## config.mk

```make
export PLATFORM = sky130hd
export DESIGN_NAME = siphash_core_flat
export DESIGN_NICKNAME = d
export VERILOG_FILES = /design/src/rtl/siphash_core_pkg.sv /design/src/rtl/siphash_core_if.sv /design/src/rtl/siphash_core_sip_round.sv /design/src/rtl/siphash_core.sv /design/src/flat_wrapper.sv
export SDC_FILE = /design/constraint.sdc
export NUM_CORES = 2
export LEC_CHECK = 0
export CAP_MARGIN = 20
export CORE_ASPECT_RATIO = 2
export CORE_MARGIN = 2
export CORE_UTILIZATION = 61
export DETAILED_ROUTE_END_ITERATION = 10
export PLACE_DENSITY = 0.82
export SLEW_MARGIN = 5
export SYNTH_ARGS = -nofsm -noshare
export SYNTH_HDL_FRONTEND = slang
export SYNTH_SLANG_ARGS = --single-unit
```

## constraint.sdc

```tcl
create_clock -name clk -period 6.31 [get_ports clk]
set_input_delay 0.9465 -clock clk [delete_from_list [all_inputs] [get_ports clk]]
set_output_delay 0.9465 -clock clk [all_outputs]
set_load 0.05 [all_outputs]
```

## src/rtl/siphash_core_pkg.sv

```systemverilog
// Shared constants, state encoding and small helpers for the SipHash engine.
package siphash_core_pkg;

  localparam logic [63:0] IV0     = 64'h736f6d6570736575;
  localparam logic [63:0] IV1     = 64'h646f72616e646f6d;
  localparam logic [63:0] IV2     = 64'h6c7967656e657261;
  localparam logic [63:0] IV3     = 64'h7465646279746573;
  localparam logic [63:0] FIN_XOR = 64'h00000000000000ff;

  localparam int DEF_C_ROUNDS = 2;
  localparam int DEF_D_ROUNDS = 4;

  typedef enum logic [2:0] {IDLE, WAIT, COMPRESS, FINAL, DONE} state_t;

  // Ones in the low `len` bytes; the top byte is never set since len <= 7.
  function automatic logic [63:0] byte_mask(input logic [2:0] len);
    logic [63:0] mask;
    mask = '0;
    for (int i = 0; i < 8; i++) begin
      if (i < int'(len)) mask[8*i +: 8] = 8'hff;
    end
    return mask;
  endfunction

  function automatic logic [63:0] rotl(input logic [63:0] x, input int n);
    return (x << n) | (x >> (64 - n));
  endfunction

endpackage

```

## src/rtl/siphash_core_if.sv

```systemverilog
// Word-in / tag-out handshake bundle of the SipHash engine.
interface siphash_core_if;
  logic [127:0] key;
  logic         in_valid;
  logic         in_ready;
  logic [63:0]  in_data;
  logic         in_last;
  logic [2:0]   in_len;
  logic         out_valid;
  logic         out_ready;
  logic [63:0]  out_hash;

  modport master (
    output key, in_valid, in_data, in_last, in_len, out_ready,
    input  in_ready, out_valid, out_hash
  );

  modport slave (
    input  key, in_valid, in_data, in_last, in_len, out_ready,
    output in_ready, out_valid, out_hash
  );
endinterface

```

## src/rtl/siphash_core_sip_round.sv

```systemverilog
// One combinational SipRound (ARX network) over the four state words.
module sip_round
  import siphash_core_pkg::*;
(
  input  logic [63:0] v0_i,
  input  logic [63:0] v1_i,
  input  logic [63:0] v2_i,
  input  logic [63:0] v3_i,
  output logic [63:0] v0_o,
  output logic [63:0] v1_o,
  output logic [63:0] v2_o,
  output logic [63:0] v3_o
);

  logic [63:0] a, b, c, d;

  always_comb begin
    a = v0_i + v1_i;
    b = rotl(v1_i, 13) ^ a;
    a = rotl(a, 32);
    c = v2_i + v3_i;
    d = rotl(v3_i, 16) ^ c;
    a = a + d;
    d = rotl(d, 21) ^ a;
    c = c + b;
    b = rotl(b, 17) ^ c;
    c = rotl(c, 32);
    v0_o = a;
    v1_o = b;
    v2_o = c;
    v3_o = d;
  end

endmodule

```

## src/rtl/siphash_core.sv

```systemverilog
// Sequential SipHash-c-d engine: absorbs 64-bit LE words, one SipRound per
// cycle for compression and finalization, then presents the 64-bit tag.
module siphash_core
  import siphash_core_pkg::*;
#(
  parameter int C_ROUNDS = DEF_C_ROUNDS,
  parameter int D_ROUNDS = DEF_D_ROUNDS
) (
  input  logic           clk,
  input  logic           rst_n,
  siphash_core_if.slave  bus
);

  state_t      state_q, state_d;
  logic [63:0] v0_q, v1_q, v2_q, v3_q, v0_d, v1_d, v2_d, v3_d;
  logic [63:0] m_q, m_d;
  logic        last_q, last_d;
  logic [7:0]  rcnt_q, rcnt_d;
  logic [7:0]  len_q, len_d;
  logic [63:0] out_hash_q, out_hash_d;
  logic        out_valid_q, out_valid_d;

  logic [63:0] r0, r1, r2, r3;
  logic [63:0] word_m, k0, k1;
  logic        in_ready, hs;

  sip_round u_round (
    .v0_i(v0_q), .v1_i(v1_q), .v2_i(v2_q), .v3_i(v3_q),
    .v0_o(r0),   .v1_o(r1),   .v2_o(r2),   .v3_o(r3)
  );

  assign k0       = bus.key[63:0];
  assign k1       = bus.key[127:64];
  assign in_ready = rst_n && (state_q == IDLE || state_q == WAIT);
  assign hs       = bus.in_valid && in_ready;

  // Last word: length byte on top, payload trimmed to in_len bytes.
  assign word_m = bus.in_last
                ? ({len_q + {5'b0, bus.in_len}, 56'h0} | (bus.in_data & byte_mask(bus.in_len)))
                : bus.in_data;

  always_comb begin
    state_d     = state_q;
    v0_d        = v0_q;
    v1_d        = v1_q;
    v2_d        = v2_q;
    v3_d        = v3_q;
    m_d         = m_q;
    last_d      = last_q;
    rcnt_d      = rcnt_q;
    len_d       = len_q;
    out_hash_d  = out_hash_q;
    out_valid_d = out_valid_q;

    case (state_q)
      IDLE, WAIT: begin
        if (hs) begin
          if (state_q == IDLE) begin
            v0_d = k0 ^ IV0;
            v1_d = k1 ^ IV1;
            v2_d = k0 ^ IV2;
            v3_d = k1 ^ IV3 ^ word_m;
          end else begin
            v3_d = v3_q ^ word_m;
          end
          m_d     = word_m;
          last_d  = bus.in_last;
          len_d   = bus.in_last ? len_q : len_q + 8'd8;
          rcnt_d  = '0;
          state_d = COMPRESS;
        end
      end
      COMPRESS: begin
        v0_d   = r0;
        v1_d   = r1;
        v2_d   = r2;
        v3_d   = r3;
        rcnt_d = rcnt_q + 8'd1;
        if (rcnt_q == 8'(C_ROUNDS - 1)) begin
          v0_d   = r0 ^ m_q;
          rcnt_d = '0;
          if (last_q) begin
            v2_d    = r2 ^ FIN_XOR;
            state_d = FINAL;
          end else begin
            state_d = WAIT;
          end
        end
      end
      FINAL: begin
        // D_ROUNDS round cycles, then one cycle to fold the state into the tag.
        if (rcnt_q == 8'(D_ROUNDS)) begin
          out_hash_d  = v0_q ^ v1_q ^ v2_q ^ v3_q;
          out_valid_d = 1'b1;
          state_d     = DONE;
        end else begin
          v0_d   = r0;
          v1_d   = r1;
          v2_d   = r2;
          v3_d   = r3;
          rcnt_d = rcnt_q + 8'd1;
        end
      end
      DONE: begin
        if (bus.out_ready) begin
          out_valid_d = 1'b0;
          len_d       = '0;
          state_d     = IDLE;
        end
      end
      default: state_d = IDLE;
    endcase
  end

  always_ff @(posedge clk or negedge rst_n) begin
    if (!rst_n) begin
      state_q     <= IDLE;
      v0_q        <= '0;
      v1_q        <= '0;
      v2_q        <= '0;
      v3_q        <= '0;
      m_q         <= '0;
      last_q      <= 1'b0;
      rcnt_q      <= '0;
      len_q       <= '0;
      out_hash_q  <= '0;
      out_valid_q <= 1'b0;
    end else begin
      state_q     <= state_d;
      v0_q        <= v0_d;
      v1_q        <= v1_d;
      v2_q        <= v2_d;
      v3_q        <= v3_d;
      m_q         <= m_d;
      last_q      <= last_d;
      rcnt_q      <= rcnt_d;
      len_q       <= len_d;
      out_hash_q  <= out_hash_d;
      out_valid_q <= out_valid_d;
    end
  end

  assign bus.in_ready  = in_ready;
  assign bus.out_valid = out_valid_q;
  assign bus.out_hash  = out_hash_q;

endmodule

```

## src/flat_wrapper.sv

```systemverilog
// flat-port wrapper written by rule: the top's interface ports become plain ports
module siphash_core_flat import siphash_core_pkg::*;
#(
  parameter int C_ROUNDS = DEF_C_ROUNDS,
  parameter int D_ROUNDS = DEF_D_ROUNDS
)
  (clk, rst_n, bus_key, bus_in_valid, bus_in_data, bus_in_last, bus_in_len, bus_out_ready, bus_in_ready, bus_out_valid, bus_out_hash);
  siphash_core_if bus_i ();
  input  logic clk;
  input  logic rst_n;
  input wire logic [$bits(bus_i.key)-1:0] bus_key;
  input wire logic [$bits(bus_i.in_valid)-1:0] bus_in_valid;
  input wire logic [$bits(bus_i.in_data)-1:0] bus_in_data;
  input wire logic [$bits(bus_i.in_last)-1:0] bus_in_last;
  input wire logic [$bits(bus_i.in_len)-1:0] bus_in_len;
  input wire logic [$bits(bus_i.out_ready)-1:0] bus_out_ready;
  output wire logic [$bits(bus_i.in_ready)-1:0] bus_in_ready;
  output wire logic [$bits(bus_i.out_valid)-1:0] bus_out_valid;
  output wire logic [$bits(bus_i.out_hash)-1:0] bus_out_hash;
  assign bus_i.key = bus_key;
  assign bus_i.in_valid = bus_in_valid;
  assign bus_i.in_data = bus_in_data;
  assign bus_i.in_last = bus_in_last;
  assign bus_i.in_len = bus_in_len;
  assign bus_i.out_ready = bus_out_ready;
  assign bus_in_ready = bus_i.in_ready;
  assign bus_out_valid = bus_i.out_valid;
  assign bus_out_hash = bus_i.out_hash;
  siphash_core #(.C_ROUNDS(C_ROUNDS), .D_ROUNDS(D_ROUNDS)) u_core (.clk(clk), .rst_n(rst_n), .bus(bus_i));
endmodule
```

==> results.tsv, run 1 <==
stage	metric	value	unit
logic_synthesis	synthesized area per cell	7.83	um^2
clock_tree	H-tree Lvls	2	
logic_synthesis	top cells by area, synth	dfrtp_1, xnor2_1, ha_1	
place	PortBufs	265	
grt	first-pass GRT wire length	446	mm
logic_synthesis	async set or reset register ratio after synthesis	1.00	
clock_tree	CTS Buf Count	41	
status	Exit stage	5_1_grt	
grt	largest net degree at the start of global routing	155	
clock_tree	clock buffer depth	3	
place	hpwl dp	196	mm
place	Final Wtd Congestion	1.37	
logic_synthesis	Post-synth EDFFs	0	
logic_synthesis	cell taking the most area after synthesis	dfrtp_1	
status	status	aborted with a tool error	
logic_synthesis	Syn Inst Count	4883	
status	Error	[ERROR GRT-0116] Global routing finished with congestion. Check the congestion regions in the DRC Viewer.	
logic_synthesis	#FFs+latches synth	402	
logic_synthesis	Post-Syn Area	38200	um^2
logic_synthesis	Synth Flop Type	dfrtp_1	
place	placed instance area	49600	um^2
floorplanning	die extent in x	181	um
logic_synthesis	yosys warns	0	
logic_synthesis	Distinct cells, synth	103	
clock_tree	hold buffers post-CTS	0	
grt	Overflow after GRT	2659	
place	Setup WS pre-CTS	-1080	ps
logic_synthesis	share of the synthesized area in the top cell type	0.263	
clock_tree	clk sinks	402	
clock_tree	Root Buffer	clkbuf_16	
grt	number of global-route vias before repair	58819	
floorplanning	Initial Utilization	0.617	
floorplanning	Chip Height	358	um
logic_synthesis	syn_nets	5343	
grt	total track usage	0.906	
floorplanning	boundary pin count	266	
logic_synthesis	Seq/Total Area, Yosys	0.263	
floorplanning	Cell Rows	129	
-- stage by stage --
step,instances,util
after floorplan,4883,-
after global placement,6804,0.801
after CTS,6885,0.832
after detailed placement,6805,0.801
-- kinds of logic after synthesis --
logic type,after synthesis,synth area share
and+or+nand+nor,1454,0.166
buffers and inverters,372,0.0391
adders and majority gates,260,0.0859
AOI/OAI and AO/OA,1602,0.253
muxes,54,0.0145
xor gates and xnor gates,739,0.178
DFF,402,0.263
-- Yosys cell counts (27+ instances only) --
cell type	instances
o21ai_0	567
inv_1	87
a31oi_1	48
clkbuf_1	213
nand2b_1	27
nand2_1	741
nor3_1	67
dfrtp_1	402
a21oi_1	476
buf_2	45
mux2i_1	44
o21a_1	34
a21o_1	136
nor2_1	314
ha_1	256
xor2_1	336
o31ai_1	35
nand4_1	72
nand3_1	74
and3_1	40
o21ai_1	32
xnor2_1	377
o21bai_1	58
-- timing repair --
item                       CTS
pin swaps                   22
setup buffers                8
resized for setup           88
setup endpoints to repair  132
-- routing by layer --
| layer | track usage | overflow |
|---|---|---|
| met1 | 0.847 | 12 |
| met4 | 0.996 | 647 |
| met2 | 1.13 | 1963 |
| met3 | 0.724 | 36 |
| met5 | 0.354 | 1 |
==> run 2, diff against run 1 <==
--- a/config.mk
+++ b/config.mk
@@ -6,11 +6,10 @@
 export NUM_CORES = 2
 export LEC_CHECK = 0
 export CAP_MARGIN = 20
-export CORE_ASPECT_RATIO = 2
 export CORE_MARGIN = 2
-export CORE_UTILIZATION = 61
+export CORE_UTILIZATION = 40
 export DETAILED_ROUTE_END_ITERATION = 10
-export PLACE_DENSITY = 0.82
+export PLACE_DENSITY_LB_ADDON = 0.15
 export SLEW_MARGIN = 5
 export SYNTH_ARGS = -nofsm -noshare
 export SYNTH_HDL_FRONTEND = slang
==> run 2 against run 1 <==
The flow now finishes, with violations (setup timing); synthesized area did not move; synthesized cell count did not move.
==> results.tsv, run 2 <==
stage	metric	value	unit	change
logic_synthesis	post-synthesis xor/xnor area fraction	0.178		unchanged
clock_tree	clock buffer depth	3		unchanged
sta	Setup-failing EPs final	2		
final_layout	FF+latch area	10100	um^2	
place	hpwl dp	215	mm	was 196 mm
route	drt total wl	255	mm	
logic_synthesis	multiplexer share of the synthesized area	0.0145		unchanged
logic_synthesis	Distinct cells, synth	103		unchanged
route	routed len/inst	33.2	um	
floorplanning	die extent in x	313	um	was 181 um
worst_hold_path	Hold Crit Class	in2async		
grt	number of global-route vias before repair	43485		
sta	period utilisation layout	1.01		
setup_path	Worst path depth	31		
floorplanning	Cell Rows	113		was 129
floorplanning	Core ar.	94900	um^2	
route	1st-pass router iterations	8		
logic_synthesis	post-synthesis simple-gate area fraction	0.166		unchanged
place	PortBufs	265		unchanged
logic_synthesis	syn_nets	5343		unchanged
route	detailed-route via count	46446		
logic_synthesis	top cells by area, synth	dfrtp_1, xnor2_1, ha_1		unchanged
final_layout	commonest cells after routing, fill and taps aside	buf_4, nand2_1, o21ai_0, a21oi_1, dfrtp_1		
setup_path	element type at the critical path start	flop		
final_layout	Fill cells	8903		
grt	Overflow after GRT	0		
sta	Tmin final	6370	ps	
floorplanning	Initial Utilization	0.403		was 0.617
sta	final setup margin	-57.2	ps	
setup_path	flop-to-flop setup slack	-60	ps	
setup_path	worst-path fanout max	3		
setup_path	critical path class	reg2reg		
logic_synthesis	synthesized area per cell	7.83	um^2	unchanged
sta	Final Hold Slack	180	ps	
route	vias per inst	6.04		
sta	Clock Skew	46.8	ps	
grt	initial antenna violation count	21		
grt	largest net degree at the start of global routing	121		
final_layout	fraction of layout cells with a size suffix above 1	0.288		
logic_synthesis	#FFs+latches synth	402		unchanged
logic_synthesis	Syn Inst Count	4883		unchanged
logic_synthesis	Post-Syn Area	38200	um^2	unchanged
sta	f_max	157	MHz	
flow_run	Max Cap Viol	0		
final_layout	Final nets	6835		
logic_synthesis	Seq/Total Area, Yosys	0.263		unchanged
setup_path	cell family with most CP delay	compound AO/OA/AOI/OAI gates		
place	Final Wtd Congestion	1.19		was 1.37
logic_synthesis	most numerous cell in the Yosys netlist	nand2_1		unchanged
route	Final ANT Viol Nets	0		
logic_synthesis	Post-synth top cells	nand2_1, o21ai_0, a21oi_1, dfrtp_1, xnor2_1		unchanged
final_layout	area delta synth->final	46.6	%	
route	initial DRC count	6175		
clock_tree	Clock Pin Slew Worst Setup and Hold Paths	60	ps	
place	DP Cell Count	7532		was 6805
logic_synthesis	adder-cell area share of the yosys netlist	0.0859		unchanged
sta	max-slew violations	0		
setup_path	CP Launch Point	u_core.v0_q[1]		
status	failing checks	setup timing		
setup_path	worst r2r dst	u_core.v1_q[63]		
floorplanning	boundary pin count	266		unchanged
final_layout	fin cells	7690		
clock_tree	CTS Buf Count	53		was 41
floorplanning	Die Footprint	98100	um^2	
clock_tree	H-tree Lvls	2		unchanged
grt	total track usage	0.504		
setup_path	Worst R2R Start	u_core.v0_q[1]		
logic_synthesis	Post-synth EDFFs	0		unchanged
final_layout	commonest non-fill, non-tap cell in the layout	buf_4		
logic_synthesis	cell taking the most area after synthesis	dfrtp_1		unchanged
sta	RSZ-0062 raised after global routing	yes		
logic_synthesis	async set or reset register ratio after synthesis	1.00		unchanged
sta	Hold Fails Final Rpt	0		
logic_synthesis	yosys warns	0		unchanged
setup_path	Worst path max stage delay	420	ps	
sta	Worst slew margin	0.250		
clock_tree	Clock Latency Late Sink	710	ps	
logic_synthesis	largest family of logic cells by synthesized area	compound AO/OA/AOI/OAI gates		unchanged
logic_synthesis	Compound-Gate Fraction of Synth Area	0.253		unchanged
setup_path	CP dominant cell by count	buf_4		
clock_tree	clk sinks	402		unchanged
grt	first-pass GRT wire length	342	mm	
setup_path	Worst R2R Path Depth	31		
sta	Slew @ Worst Pin	1120	ps	
sta	TNS Setup	-81.0	ps	
setup_path	CP Buf/Inv Count	9		
route	drt drc	0		
status	status	finished, violations left		was aborted with a tool error
final_layout	multi-input combinational cell area	28300	um^2	
clock_tree	TritonCTS clock tree	built		
setup_path	Worst Setup EP	u_core.v1_q[63]		
logic_synthesis	share of the synthesized area in the top cell type	0.263		unchanged
setup_path	Setup crit end kind	flop		
place	Setup WS pre-CTS	-1070	ps	was -1080 ps
setup_path	Crit path required time	6950	ps	
clock_tree	Root Buffer	clkbuf_16		unchanged
floorplanning	Chip Height	313	um	was 358 um
setup_path	WP data arrival	7000	ps	
setup_path	CP max stage cell	dfrtp_1		
logic_synthesis	Synth Flop Type	dfrtp_1		unchanged
[run 2: cell counts after synthesis]
Identical to the previous run, type by type.
[run 2: logic make-up (layout without fill, tap and decap cells)]
kind of cell,count (synthesis),count (layout)
and+or+nand+nor,1454,1454
DFF,402,402
other,0,8
AOI/OAI and AO/OA,1602,1602
adders and majority gates,260,260
buffers and inverters,372,1906
xor gates and xnor gates,739,739
muxes,54,54
[run 2: routing by layer]
| layer | routed length (um) | track usage | vias to the layer above |
|---|---|---|---|
| li1 | - | - | 20178 |
| met1 | 94900 | 0.617 | 22441 |
| met2 | 99800 | 0.692 | 3059 |
| met3 | 37100 | 0.225 | 750 |
| met4 | 23100 | 0.372 | 18 |
| met5 | 383 | 0.0140 | - |
[run 2: worst min path at each step]
stage	depth (start not counted)	slack, ps	to	from
after floorplan	1	440	u_core.rcnt_q[7]	u_core.rcnt_q[7]
after global placement	2	460	u_core.bus.out_hash[18]	u_core.bus.out_hash[18]
after detailed placement	2	470	u_core.bus.out_hash[47]	u_core.bus.out_hash[47]
after CTS	1	160	u_core.bus.out_hash[19]	rst_n
after global routing	1	190	u_core.bus.out_hash[19]	rst_n
final	1	180	u_core.bus.out_hash[18]	rst_n
[run 2: cell type report]
type                            count  share of cell area
Antenna cell                        8            0.000357
Inverter                           87             0.00582
Sequential cell                   402               0.180
Multi-Input combinational cell   4109               0.505
Clock buffer                       70              0.0272
Clock inverter                     27             0.00531
Timing Repair Buffer             1722               0.249
Tap cell                         1265              0.0282
[run 2: what timing repair did]
| item | CTS | global route |
|---|---|---|
| gates resized for setup | 80 | 231 |
| pin swaps | 28 | 90 |
| endpoints found under the setup margin | 147 | 121 |
| hold buffers | 0 | 0 |
| cloned | 0 | 0 |
| setup buffers | 14 | 40 |
[run 2: per-stage QoR]
step	cell area, um^2	utilization
floorplan	38200	-
global placement	52200	0.550
detailed placement	52200	0.550
CTS	54600	0.575
global route	56000	0.591
finish	56100	0.591
Power of run 2 is not shown: default switching activity piles up to over one toggle a cycle in this logic, so the estimate is an artifact.
